===== src/rtl/win_stream_pkg.sv =====
// Shared types and helpers for the byte-window transmit path.
// Holds the FSM state encoding, default bus geometry and the byte
// selector used to pick one byte out of a packed window.
package win_stream_pkg;

    typedef enum logic {
        ST_IDLE = 1'b0,
        ST_SEND = 1'b1
    } state_t;

    localparam int DEF_BYTE_WIDTH = 8;
    localparam int DEF_K_BYTES    = 9;

    // Upper bounds for the generic byte selector; callers zero-extend
    // their window into this width and truncate the result.
    localparam int MAX_BYTE_WIDTH = 64;
    localparam int MAX_WIND_WIDTH = 1024;

    // Byte k of a window lives at bits [k*byte_width +: byte_width].
    function automatic logic [MAX_BYTE_WIDTH-1:0] byte_sel(
        input logic [MAX_WIND_WIDTH-1:0] window,
        input int unsigned               index,
        input int unsigned               byte_width
    );
        return MAX_BYTE_WIDTH'(window >> (index * byte_width));
    endfunction

endpackage


===== src/rtl/win_byte_cnt.sv =====
// Loadable down-counter for the byte index of the window being sent.
// Holds when dec is low, stops at zero, and flags the last byte.
module win_byte_cnt #(
    parameter int WIDTH = 4
) (
    input  logic             clk,
    input  logic             rst_n,
    input  logic             clr,
    input  logic             load,
    input  logic [WIDTH-1:0] load_val,
    input  logic             dec,
    output logic [WIDTH-1:0] cnt,
    output logic             last
);

    // Index register: clear beats load beats decrement; never wraps below zero.
    always_ff @(posedge clk or negedge rst_n) begin
        if (!rst_n) begin
            cnt <= '0;
        end else if (clr) begin
            cnt <= '0;
        end else if (load) begin
            cnt <= load_val;
        end else if (dec && (cnt != '0)) begin
            cnt <= cnt - WIDTH'(1);
        end
    end

    assign last = (cnt == '0);

endmodule


===== src/rtl/window_streamer.sv =====
// Transmit side of the byte-window bus. Accepts one packed window plus
// a receiver address and streams it MSB byte first with a byte strobe,
// so a shift-left receiver ends up holding the window as sent.
// Optional build macro WIN_STREAMER_PERF_EN adds window/stall counters.
//
// state   | meaning
// --------+---------------------------------------------------------
// ST_IDLE | no transfer; o_ready high (once out of reset)
// ST_SEND | strobing bytes; index counts K_BYTES-1 down to 0
module window_streamer
    import win_stream_pkg::*;
#(
    parameter int BYTE_WIDTH = DEF_BYTE_WIDTH,
    parameter int K_BYTES    = DEF_K_BYTES,
    parameter int WIND_WIDTH = DEF_BYTE_WIDTH * DEF_K_BYTES,
    parameter int ADDR_WIDTH = 4
) (
    input  logic                  clk,
    input  logic                  rst_n,
    input  logic                  i_valid,
    output logic                  o_ready,
    input  logic [WIND_WIDTH-1:0] i_window,
    input  logic [ADDR_WIDTH-1:0] i_addr,
    input  logic                  i_flush,
    input  logic                  i_bus_ready,
    output logic [ADDR_WIDTH-1:0] o_addr,
    output logic                  o_enb_byt,
    output logic [BYTE_WIDTH-1:0] o_data_byt,
    output logic                  o_busy,
    output logic                  o_done
`ifdef WIN_STREAMER_PERF_EN
    ,
    output logic [15:0]           o_win_cnt,
    output logic [15:0]           o_stall_cnt
`endif
);

    // A single-byte window still needs a one-bit index register.
    localparam int IDX_W = (K_BYTES > 1) ? $clog2(K_BYTES) : 1;

    if (WIND_WIDTH != BYTE_WIDTH * K_BYTES) begin : g_bad_wind_width
        $error("window_streamer: WIND_WIDTH must equal BYTE_WIDTH*K_BYTES");
    end
    if (WIND_WIDTH > MAX_WIND_WIDTH || BYTE_WIDTH > MAX_BYTE_WIDTH) begin : g_too_wide
        $error("window_streamer: window or byte wider than byte_sel supports");
    end

    state_t                state;
    state_t                state_nxt;
    logic                  rdy_en;
    logic [WIND_WIDTH-1:0] win_q;
    logic [ADDR_WIDTH-1:0] addr_q;
    logic [BYTE_WIDTH-1:0] data_q;
    logic                  done_q;
    logic [IDX_W-1:0]      idx;
    logic                  idx_last;
    logic                  ready;
    logic                  enb;
    logic                  busy;
    logic                  in_send;
    logic                  consume;
    logic                  last_consume;
    logic                  accept;

    assign in_send      = (state == ST_SEND);
    assign consume      = in_send && i_bus_ready;
    assign last_consume = consume && idx_last;
    assign accept       = i_valid && ready;

    // Keeps o_ready low while reset is applied and until the first clock after release.
    always_ff @(posedge clk or negedge rst_n) begin
        if (!rst_n) begin
            rdy_en <= 1'b0;
        end else begin
            rdy_en <= 1'b1;
        end
    end

    // FSM state register.
    always_ff @(posedge clk or negedge rst_n) begin
        if (!rst_n) begin
            state <= ST_IDLE;
        end else begin
            state <= state_nxt;
        end
    end

    // Next state: flush wins; the last byte either chains into a new window or idles.
    always_comb begin
        state_nxt = state;
        if (i_flush) begin
            state_nxt = ST_IDLE;
        end else begin
            case (state)
                ST_IDLE: if (accept) state_nxt = ST_SEND;
                ST_SEND: if (last_consume) state_nxt = accept ? ST_SEND : ST_IDLE;
                default: state_nxt = ST_IDLE;
            endcase
        end
    end

    // FSM outputs; ready reopens during the last byte so windows can run back to back.
    always_comb begin
        ready = 1'b0;
        enb   = 1'b0;
        busy  = 1'b0;
        case (state)
            ST_IDLE: ready = rdy_en && !i_flush;
            ST_SEND: begin
                enb   = 1'b1;
                busy  = 1'b1;
                ready = rdy_en && !i_flush && idx_last && i_bus_ready;
            end
            default: ;
        endcase
    end

    win_byte_cnt #(
        .WIDTH (IDX_W)
    ) u_byte_cnt (
        .clk      (clk),
        .rst_n    (rst_n),
        .clr      (i_flush),
        .load     (accept),
        .load_val (IDX_W'(K_BYTES - 1)),
        .dec      (consume),
        .cnt      (idx),
        .last     (idx_last)
    );

    // Window, address and outgoing byte; the next byte is fetched as the current one is taken.
    always_ff @(posedge clk or negedge rst_n) begin
        if (!rst_n) begin
            win_q  <= '0;
            addr_q <= '0;
            data_q <= '0;
        end else if (i_flush) begin
            addr_q <= '0;
            data_q <= '0;
        end else if (accept) begin
            win_q  <= i_window;
            addr_q <= i_addr;
            data_q <= BYTE_WIDTH'(byte_sel(MAX_WIND_WIDTH'(i_window),
                                           K_BYTES - 1, BYTE_WIDTH));
        end else if (last_consume) begin
            addr_q <= '0;
            data_q <= '0;
        end else if (consume) begin
            data_q <= BYTE_WIDTH'(byte_sel(MAX_WIND_WIDTH'(win_q),
                                           32'(idx) - 32'd1, BYTE_WIDTH));
        end
    end

    // One-cycle completion pulse after the last byte is taken; suppressed by flush.
    always_ff @(posedge clk or negedge rst_n) begin
        if (!rst_n) begin
            done_q <= 1'b0;
        end else begin
            done_q <= last_consume && !i_flush;
        end
    end

    assign o_ready    = ready;
    assign o_enb_byt  = enb;
    assign o_busy     = busy;
    assign o_addr     = addr_q;
    assign o_data_byt = data_q;
    assign o_done     = done_q;

`ifdef WIN_STREAMER_PERF_EN
    logic [15:0] win_cnt;
    logic [15:0] stall_cnt;

    // Saturating counters of completed windows and stalled send cycles.
    always_ff @(posedge clk or negedge rst_n) begin
        if (!rst_n) begin
            win_cnt   <= '0;
            stall_cnt <= '0;
        end else if (i_flush) begin
            win_cnt   <= '0;
            stall_cnt <= '0;
        end else begin
            if (last_consume && (win_cnt != 16'hFFFF)) begin
                win_cnt <= win_cnt + 16'd1;
            end
            if (in_send && !i_bus_ready && (stall_cnt != 16'hFFFF)) begin
                stall_cnt <= stall_cnt + 16'd1;
            end
        end
    end

    assign o_win_cnt   = win_cnt;
    assign o_stall_cnt = stall_cnt;
`endif

endmodule

===== config.mk =====
export PLATFORM = sky130hd
export DESIGN_NAME = window_streamer
export DESIGN_NICKNAME = d
export VERILOG_FILES = /design/src/rtl/win_stream_pkg.sv /design/src/rtl/win_byte_cnt.sv /design/src/rtl/window_streamer.sv
export SDC_FILE = /design/constraint.sdc
export NUM_CORES = 1
export LEC_CHECK = 0
export ABC_CLOCK_PERIOD_IN_PS = 3100
export BUFFER_PORTS_ARGS = -buffer_cell sky130_fd_sc_hd__buf_2
export CAP_MARGIN = 10
export CORE_UTILIZATION = 54
export CTS_CLUSTER_SIZE = 40
export DETAILED_ROUTE_END_ITERATION = 8
export PLACE_DENSITY = 0.8
export SLEW_MARGIN = 15
export SYNTH_ARGS = -nofsm -noshare
export SYNTH_HDL_FRONTEND = slang
export SYNTH_SLANG_ARGS = --single-unit

===== constraint.sdc =====
create_clock -name clk -period 3.1 [get_ports clk]
set_input_delay 0.31 -clock clk [delete_from_list [all_inputs] [get_ports clk]]
set_output_delay 0.31 -clock clk [all_outputs]
set_load 0.05 [all_outputs]

==> out/metrics.yaml, run 1 <==
sta:
  fin_crit_sh_pct: 74.80
  finalSetupViolCount: 0
  worst_pin_slew_ps: 1107
  fin_ws_ps: 781.3
  finClkSkew_ps: 6.512
  whs_ps: 49.96
  fin_tns_setup_ps: 0
  slew_viol_final: 0
  rsz0062_at_grt: "no"
  maxSlewHeadroom_pct: 25.64
  fmax_mhz: 431.3
  final_hold_viol_count: 0
  min_period_ps: 2319
global_routing:
  grt_max_degree: 73
  antenna_found_initial: 0
  grt_pass1_wl_um: 15150
  overflow: 0
  grtUsageTotal_pct: 23.53
  grt_pass1_vias: 3028
worst_setup_path:
  r2r_cells: 6
  endpoint_kind: "flip-flop"
  path_cells: "inv_1, ha_1, xnor2_1, and4_1, o311ai_0, o211ai_1"
  crit_type: "flip-flop to flip-flop"
  path_max_fanout: 16
  crit_slowest_cell: "xnor2_1"
  slowest_delay_ps: 890
  cp.required_ps: 3370
  reg2reg_slack_ps: 780
  worstPathArrival_ps: 2590
  path_depth: 6
  worst-path-buf-inv: 1
  startpoint_type: "flip-flop"
  path_delay_family: "XOR/XNOR gates"
clock_network:
  cts_root_buffer: "clkbuf_8"
  cts_resized: 0
  cts.sinks: 91
  clk_pin_slew_ps: 90
  cts_hold_buf: 0
  cts_tree: "built"
  cts_buffers: 9
  insertion_delay_ps: 350
  h-tree-depth: 3
  post_cts_buffers: 0
  cts_buffer_depth: 2
synth:
  yosysTopAreaCellShare_pct: 52.63
  ys_types: 40
  yosys-top-cells-area: "dfrtp_1 53%, mux2_2 18%, mux4_2 8.3%"
  yosysTopAreaCell: "dfrtp_1"
  syn_inst: 301
  synth.ff_latch_count: 91
  netlist_area_um2: 4327
  avgSynthCellArea_um2: 14.37
  synth_nets: 384
  yosysWarnings: 0
  yosysSeqAreaShare_pct: 52.63
finish:
  antennaDiodeCount: 0
  layout-drive-gt1-share_pct: 51.65
  nFillCells: 595
  regArea_um2: 2278
  final_nets: 472
  areaGrowthSynthToFinish_pct: 17.24
  multi_input_area_um2: 1884
  final_cell_area_um2: 5072
hold_path:
  hp-class: "input port to async pin"
die:
  dieArea_um2: 8374
  start_util_pct: 55.99
  die_x_um: 91.51
  die_h_um: 91.51
  core_um2: 7727
  num_rows: 32
  io_pins: 97
power_and_ir_drop:
  p_leak_nw: 2.250
  cellPowerDensity_nw_per_um2: 583.5
  power_mw: 2.960
  ir_worst_vdd_v: 0.0003453
placed_design:
  gp_congestion: 0.7687
  hpwl_um: 6107
  pre_cts_ws_ps: 891.5
  postPlaceCellArea_um2: 4842
  port_buffers: 96
outcome:
  run_status: "finished clean"
routing:
  drt_iter0_markers: 161
  vias: 2934
  route.detailed.drc: 0
  wirelength_um: 8838
  detail_route.first_pass.iterations: 4
  antenna_left: 0
  avgRoutedWirePerCell_um: 17.85
  via_per_inst: 5.927
run:
  drv_cap: 0
layout by cell type (no fill, tap or decap), types with 6 or more instances in the layout:
master	count
a22oi_1	8
and4_1	8
clkbuf_8	9
mux4_2	16
dfrtp_1	90
o211ai_1	8
buf_2	95
buf_4	6
o311ai_0	8
a41o_1	8
mux2_2	68
nand2_1	13
layout make-up:
cell class / instances / share of cell area (%)
clock buffers: 10 / 2.516
clock inverters: 5 / 2.023
inverters: 3 / 0.2220
multi-input cells: 182 / 37.15
flip-flops and latches: 91 / 44.92
well taps: 102 / 2.516
repair buffers: 102 / 10.66
routing by layer:
metal  vias up  share of wire [%]  global-route usage [%]
li1       1327                  -                       -
met1      1495                 42                   30.20
met2        90                 50                   38.22
met3        22                4.7                   5.025
met4         0                2.9                   11.11
met5         -                  0                       0
final timing paths:
path,startpoint,end
setup / recovery,u_byte_cnt.cnt[1],o_data_byt[6]
hold / removal,rst_n,o_addr[2]
setup reg to reg,u_byte_cnt.cnt[1],o_data_byt[6]
hold reg to reg,win_q[22],win_q[22]
max in group asynchronous,rst_n,win_q[36]
min in group clk,i_window[22],win_q[22]
cell families after synthesis:
logic type / after synthesis / synth area share [%]
other: 1 / 0.08667
multiplexers: 88 / 27.07
XOR/XNOR: 3 / 0.6074
AND/OR/NAND/NOR: 40 / 5.726
adder cells (fa/ha/maj): 2 / 0.5783
buffers and inverters: 28 / 3.817
AO/OA/AOI/OAI: 48 / 9.486
flip-flops: 91 / 52.63
state kept, by name, indices dropped and copies added (netlist names):
| name | cells |
|---|---|
| o_done | 1 |
| win_q | 72 |
| rdy_en | 1 |
| u_byte_cnt.cnt | 4 |
| in_send | 1 |
| o_addr | 4 |
| o_data_byt | 8 |
synth_stat cells, drive strengths merged:
cell type,instances
o22a,1
a22o,4
mux4,16
xor2,1
a2111oi,1
nand4bb,1
nand2,13
nor3,4
a21o,1
o211ai,8
and3,2
nor2,4
o21bai,1
o311ai,8
mux2,72
nand2b,2
o22ai,1
a41o,8
clkbuf,7
inv,3
o31a,2
and4,8
nand3,1
xnor2,2
a22oi,8
o211a,1
dfrtp,91
ha,2
buf,18
a21oi,2
and2,2
and3b,1
a311oi,1
conb,1
nor3b,2
a211oi,1
metrics by stage:
stage,std cells,utilization [%]
floorplan,301,-
global placement,480,62.66
detailed placement,480,62.66
CTS,495,65.64
global route,495,65.64
finish,495,65.64
power breakdown:
part / switching (mW) / leakage [nW] / total [mW] / internal (mW)
Sequential: 0.117 / 1.11 / 1.51 / 1.40
Combinational: 0.215 / 1.03 / 0.518 / 0.302
Clock: 0.399 / 0.112 / 0.930 / 0.530
Total: 0.732 / 2.25 / 2.96 / 2.23
Power figures use the tool's default switching activity.
==> run 2, diff against run 1 <==
- ABC_CLOCK_PERIOD_IN_PS: 3100 -> 2400
- clock period: 3.1 -> 2.4 ns (I/O delays scaled with it)
==> run 2 against run 1 <==
Die area did not move. Clock skew rose by 2.7 ps. Non-clock buffer count rose by 1. Power rose by 28%. Fmax rose by 3.5%. Setup slack got worse by 620 ps.
==> out/metrics.yaml, run 2 (synthesized netlist as in run 1, its figures left out) <==
finish:
  final_nets: 473  # +0.21%
  final_common_cell: "buf_2"
  largest_register: "win_q"
  final_cell_mix: "95 x buf_2, 90 x dfrtp_1, 68 x mux2_2, 16 x mux4_2, 13 x nand2_1"
  largest_reg_flops: 72  # unchanged
  nFillCells: 577  # -3.0%
  antennaDiodeCount: 0  # unchanged
  finalNonFillerCells: 497  # +0.40%
  layout-drive-gt1-share_pct: 52.66  # +1.0 points
  final_cell_area_um2: 5106  # +0.67%
  areaGrowthSynthToFinish_pct: 18.02
  regArea_um2: 2278  # unchanged
  multi_input_area_um2: 1899  # +0.80%
  final_util_pct: 66.08  # +0.44 points
clock_network:
  h-tree-depth: 3  # unchanged
  cts.sinks: 91  # unchanged
  cts_root_buffer: "clkbuf_8"
  cts_buffer_depth: 2  # unchanged
  cts_buffers: 9  # unchanged
  clk_pin_slew_ps: 90  # about the same
  insertion_delay_ps: 350  # about the same
  cts_resized: 0  # unchanged
  cts_tree: "built"
worst_setup_path:
  reg2reg_slack_ps: 160  # -620 ps
  cp.required_ps: 2670  # -700 ps
  crit_type: "flip-flop to flip-flop"
  worstPathArrival_ps: 2510  # -80 ps
  path_max_fanout: 16  # unchanged
  startpoint_type: "flip-flop"
  endpoint_kind: "flip-flop"
sta:
  fin_tns_setup_ps: 0  # unchanged
  finalSetupViolCount: 0  # unchanged
  min_period_ps: 2241  # -77.62 ps
  maxSlewHeadroom_pct: 25.72  # +0.078 points
  worst_pin_slew_ps: 1106  # -1.159 ps
  rsz0062_at_grt: "no"
  finClkSkew_ps: 9.201  # +2.689 ps
  final_hold_viol_count: 0  # unchanged
  fmax_mhz: 446.2  # +3.5%
  fin_crit_sh_pct: 93.38  # +19 points
  slew_viol_final: 0  # unchanged
power_and_ir_drop:
  p_leak_nw: 2.264  # +0.61%
  ir_worst_vdd_v: 0.0004039  # +17%
  cellPowerDensity_nw_per_um2: 741.0  # +27%
placed_design:
  dp_cells: 480  # unchanged
  gp_congestion: 0.8439  # +9.8%
  postPlaceCellArea_um2: 4870  # +0.57%
  port_buffers: 96  # unchanged
  hpwl_um: 6179  # +1.2%
routing:
  wirelength_um: 8937  # +1.1%
  vias: 2894  # -1.4%
  detail_route.first_pass.iterations: 4  # unchanged
  via_per_inst: 5.823  # -1.8%
  avgRoutedWirePerCell_um: 17.98  # +0.71%
  antenna_left: 0  # unchanged
  wl_met2_um: 4537  # +2.8%
  drt_iter0_markers: 149  # -7.5%
  top_layer: "met4"
  route.detailed.drc: 0  # unchanged
  wl_met3_um: 428  # +4.1%
  met1Wirelength_um: 3835  # +2.2%
hold_path:
  hp-class: "input port to flip-flop"
die:
  io_pins: 97  # unchanged
  start_util_pct: 55.99  # unchanged
  dieArea_um2: 8374  # unchanged
  core_um2: 7727  # unchanged
  die_x_um: 91.51  # unchanged
  die_h_um: 91.51  # unchanged
  num_rows: 32  # unchanged
global_routing:
  grt_pass1_wl_um: 14880  # -1.8%
  overflow: 0  # unchanged
  antenna_found_initial: 0  # unchanged
  grt_pass1_vias: 3007  # -0.69%
  grtUsageTotal_pct: 23.01  # -0.52 points
  grt_max_degree: 69  # -5.5%
outcome:
  run_status: "finished clean"
run:
  drv_cap: 0  # unchanged
run 2: what timing repair did:
action | CTS | global route
hold buffers | 1 | 0
endpoints found under the hold margin | 53 | 0
buffers inserted | 0 | 0
run 2: cell type report:
cell class	count	area share [%]
Clock inverter	6	1.740
Inverter	3	0.2205
Clock buffer	10	2.695
Tap cell	102	2.499
Sequential cell	91	44.62
Timing Repair Buffer	103	11.03
Multi-Input combinational cell	182	37.20
run 2: path summary, 6_finish.rpt:
kind	startpoint	end	depth (start not counted)
setup reg to reg	u_byte_cnt.cnt[1]	o_data_byt[7]	6
hold / removal	i_window[21]	win_q[21]	2
min in group asynchronous	rst_n	win_q[61]	2
max in group asynchronous	rst_n	u_byte_cnt.cnt[0]	3
setup / recovery	u_byte_cnt.cnt[1]	o_data_byt[7]	6
hold reg to reg	win_q[24]	win_q[24]	1
run 2: through the flow:
| stage | power, mW | setup WS [ps] | hold slack (ps) |
|---|---|---|---|
| 2_1_floorplan | 2.433 | 29.08 | -55.59 |
| 3_3_place_gp | 2.618 | 341.3 | 327.3 |
| 3_5_place_dp | 2.661 | 251.7 | 333.0 |
| 4_1_cts | 3.813 | 231.3 | 90.02 |
| 5_1_grt | 3.960 | 30.27 | 100.4 |
| 6_report | 3.784 | 159.0 | 103.5 |
run 2: critical path, cell delays in order, from the launching register on:
cell and delay, ps:
dfrtp_1 400, inv_1 100, ha_1 210, xnor2_1 860, and4_1 320, o311ai_0 130, o211ai_1 130
run 2: metal layers:
layer	vias to the layer above	GRT usage [%]
met4	0	7.540
met5	-	0
met1	1460	30.03
met3	12	5.528
li1	1328	-
met2	94	37.91
run 2: power by group:
part           total [mW]  switching (mW)  internal [mW]
logic               0.677           0.281          0.396
clock network        1.15           0.540          0.615
registers            1.95           0.149           1.80
total                3.78           0.971           2.81
==> run 3, diff against run 2 <==
- ABC_CLOCK_PERIOD_IN_PS: 2400 -> 2100
- CORE_UTILIZATION: 54 -> 55
- SYNTH_HIERARCHICAL: default -> 1
- clock period: 2.4 -> 2.1 ns (I/O delays scaled with it)
==> run 3 against run 2 <==
The flow now finishes with violations (negative setup slack). Register-to-register slack worse by 430 ps. Final cell count grew 22%. Core utilization up 12 points. Count of clock-buffer cells in the layout did not move. Synthesized cell count is 18% higher. Sequential power rose by 18%. Flip-flop and latch count unchanged. Largest cell class is now multi-input gates.
==> out/metrics.yaml, run 3 <==
worst_setup_path:
  path_cells: "inv_2, ha_4, or3b_4, inv_4, a21boi_4, nor4bb_4, buf_12, buf_12, mux2_2"
  crit_type: "flip-flop to flip-flop"
  cp.required_ps: 2340  # -330 ps
  path_max_fanout: 15  # -1
  worst-path-buf-inv: 4  # +3
  slowest_delay_ps: 400  # -460 ps
  crit_slowest_cell: "dfrtp_1"
  path_delay_family: "simple AND/OR/NAND/NOR gates"
  worstPathArrival_ps: 2620  # +110 ps
  crit_path_frequent_cell: "buf_12"
  startpoint_type: "flip-flop"
  endpoint_kind: "flip-flop"
sta:
  rsz0062_at_grt: "yes"
  fin_ws_ps: -270.5  # -429.5 ps
  slew_viol_final: 0  # unchanged
  final_hold_viol_count: 0  # unchanged
  worst_pin_slew_ps: 529.7  # -576.6 ps
  min_period_ps: 2370  # +129.5 ps
  fin_crit_sh_pct: 112.9  # +20 points
  finClkSkew_ps: 12.49  # +3.285 ps
  maxSlewHeadroom_pct: 64.47  # +39 points
  finalSetupViolCount: 85  # +85
  fmax_mhz: 421.9  # -5.5%
synth:
  yosys-top-cells-area: "dfrtp_1 50%, mux2_2 20%, mux2i_1 4.2%"
  synth.mux.area_fraction_pct: 26.02  # -1.0 points
  yosysTopAreaCell: "dfrtp_1"
  synth_fa_ha_area_share_pct: 0.8192  # +0.24 points
  synth_edf_count: 0  # unchanged
  ys.flop_type: "dfrtp_1"
  avgSynthCellArea_um2: 12.91  # -10%
  synth_xor_xnor_area_share_pct: 0.1912  # -0.42 points
  synth_common_cells: "91 x dfrtp_1, 80 x mux2_2, 19 x mux2i_1"
  synth_compound_area_share_pct: 11.61  # +2.1 points
  syn_inst: 355  # +18%
  synth_most_common_cell: "dfrtp_1"
  yosysTopAreaCellShare_pct: 49.70  # -2.9 points
  synth.ff_latch_count: 91  # unchanged
  netlist_area_um2: 4582  # +5.9%
  synthArstFlopShare_pct: 100.0  # unchanged
  ys_types: 50  # +25%
  synth_top_family_by_area: "multiplexers"
  yosysWarnings: 6  # +6
  yosys.area_share.simple_pct: 7.755  # +2.0 points
  yosysSeqAreaShare_pct: 49.70  # -2.9 points
die:
  die_x_um: 93.27  # +1.9%
  core_um2: 7888  # +2.1%
  io_pins: 97  # unchanged
  start_util_pct: 58.09  # +2.1 points
  dieArea_um2: 8699  # +3.9%
  num_rows: 32  # unchanged
  die_h_um: 93.27  # +1.9%
global_routing:
  grt_max_degree: 46  # -33%
  grtUsageTotal_pct: 29.40  # +6.4 points
  overflow: 0  # unchanged
  grt_pass1_vias: 3814  # +27%
  grt_pass1_wl_um: 19380  # +30%
  antenna_found_initial: 0  # unchanged
power_and_ir_drop:
  ir_worst_vdd_v: 0.0005815  # +44%
  seqPwrFrac_pct: 45.4  # -6.2 points
  combPwrFrac_pct: 28.4  # +10 points
  p_leak_nw: 2.872  # +27%
  pwr-share-clk_pct: 26.2  # -4.3 points
  cellPowerDensity_nw_per_um2: 824.3  # +11%
  sw_frac_of_total_pct: 29.09  # +3.4 points
  p_int_mw: 3.603  # +28%
  p_switching_mw: 1.478  # +52%
  power_mw: 5.081  # +34%
clock_network:
  cts_tree: "built"
  clk_pin_slew_ps: 100  # about the same
  cts_buffer_depth: 2  # unchanged
  h-tree-depth: 3  # unchanged
  cts_root_buffer: "clkbuf_8"
  insertion_delay_ps: 360  # about the same
  cts_buffers: 9  # unchanged
  cts.sinks: 91  # unchanged
routing:
  via_per_inst: 5.886  # +1.1%
  avgRoutedWirePerCell_um: 19.64  # +9.2%
  wirelength_um: 11880  # +33%
  top_layer: "met4"
  antenna_left: 0  # unchanged
  wl_met3_um: 568  # +33%
  drt_iter0_markers: 280  # +88%
  met1Wirelength_um: 5128  # +34%
  detail_route.first_pass.iterations: 5  # +1
  wl_met2_um: 5843  # +29%
  route.detailed.drc: 0  # unchanged
  vias: 3561  # +23%
placed_design:
  dp_cells: 580  # +21%
  hpwl_um: 8389  # +36%
  gp_congestion: 0.9148  # +8.4%
  port_buffers: 96  # unchanged
outcome:
  failed_checks: "negative setup slack"
  run_status: "finished, violations left"
finish:
  areaGrowthSynthToFinish_pct: 34.52
  largest_register: "win_q"
  finalNonFillerCells: 605  # +22%
  final_common_cell: "buf_2"
  antennaDiodeCount: 0  # unchanged
  final_cell_mix: "94 x buf_2, 91 x dfrtp_1, 59 x mux2_4, 47 x buf_4, 26 x mux2_2"
  largest_reg_flops: 72  # unchanged
  final_nets: 582  # +23%
  layout-drive-gt1-share_pct: 55.47  # +2.8 points
hold_path:
  hp-class: "input port to flip-flop"
run:
  drv_cap: 0  # unchanged
## run 3: cell types whose count changed in the layout (fill, tap and decap cells not counted), moves of 15 or more
| cell | change |
|---|---|
| mux2_4 | +59 |
| buf_4 | +42 |
| mux2i_1 | +17 |
| mux2_2 | -42 |
| mux4_2 | -15 |
## run 3: path summary, 6_finish.rpt
kind	from	endpoint	slack (ps)	cells past startpoint
min in group asynchronous	rst_n	win_q[21]	260	2
worst max register to register	u_byte_cnt/cnt[1]	win_q[11]	-270	9
worst max-delay path	u_byte_cnt/cnt[1]	win_q[11]	-270	9
max in group asynchronous	rst_n	win_q[35]	1190	3
worst min register to register	o_addr[0]	o_addr[0]	500	1
worst min-delay path	i_window[37]	win_q[37]	60	2
## run 3: cell families after synthesis
family / after synthesis
and+or+nand+nor: 58
DFF: 91
AOI/OAI and AO/OA: 63
xor gates and xnor gates: 1
buffers and inverters: 30
adders and majority gates: 3
muxes: 107
other: 2
## run 3: final cells by class
cell class	count	area, um^2
sequential	91	2277
fill	482	1724
clock inverter	6	88.84
timing repair buffer	152	1007
clock buffer	10	137.6
tap	102	127.6
multi-input combinational	237	2496
inverter	7	28.78
## run 3: power groups by stage
stage                     clock, mW  sequential, mW  combinational (mW)
after floorplan                   0            2.28               0.777
after global placement            0            2.29                1.16
after detailed placement          0            2.31                1.20
after CTS                      1.35            2.29                1.37
after global routing           1.42            2.34                1.54
final                          1.33            2.31                1.44
## run 3: metrics by stage
stage                     util (%)  TNS, ps  hold slack (ps)  area (um^2)  setup slack (ps)
after floorplan                  -   -26570           -85.59         4664            -357.0
after global placement       70.23   -16700            96.83         5539            -223.4
after detailed placement     70.23   -21050            97.57         5539            -299.6
after CTS                    76.97   -16470            55.67         6071            -240.0
after global routing         78.14   -23350            56.64         6163            -331.9
final                        78.14   -17990            62.42         6163            -270.5
## run 3: metal layers
layer / vias to the layer above / track usage, %
li1: 1619 / -
met3: 34 / 5.528
met1: 1778 / 38.45
met5: - / 0
met2: 130 / 49.45
met4: 0 / 9.487
## run 3: what timing repair did
action                     4_1_cts  5_1_grt
hold buffers                     1        0
setup endpoints to repair       89       90
buffers inserted                 8        0
pin swaps                       14        5
cloned                           0        0
hold endpoints to repair        17        0
resized for setup               56       23
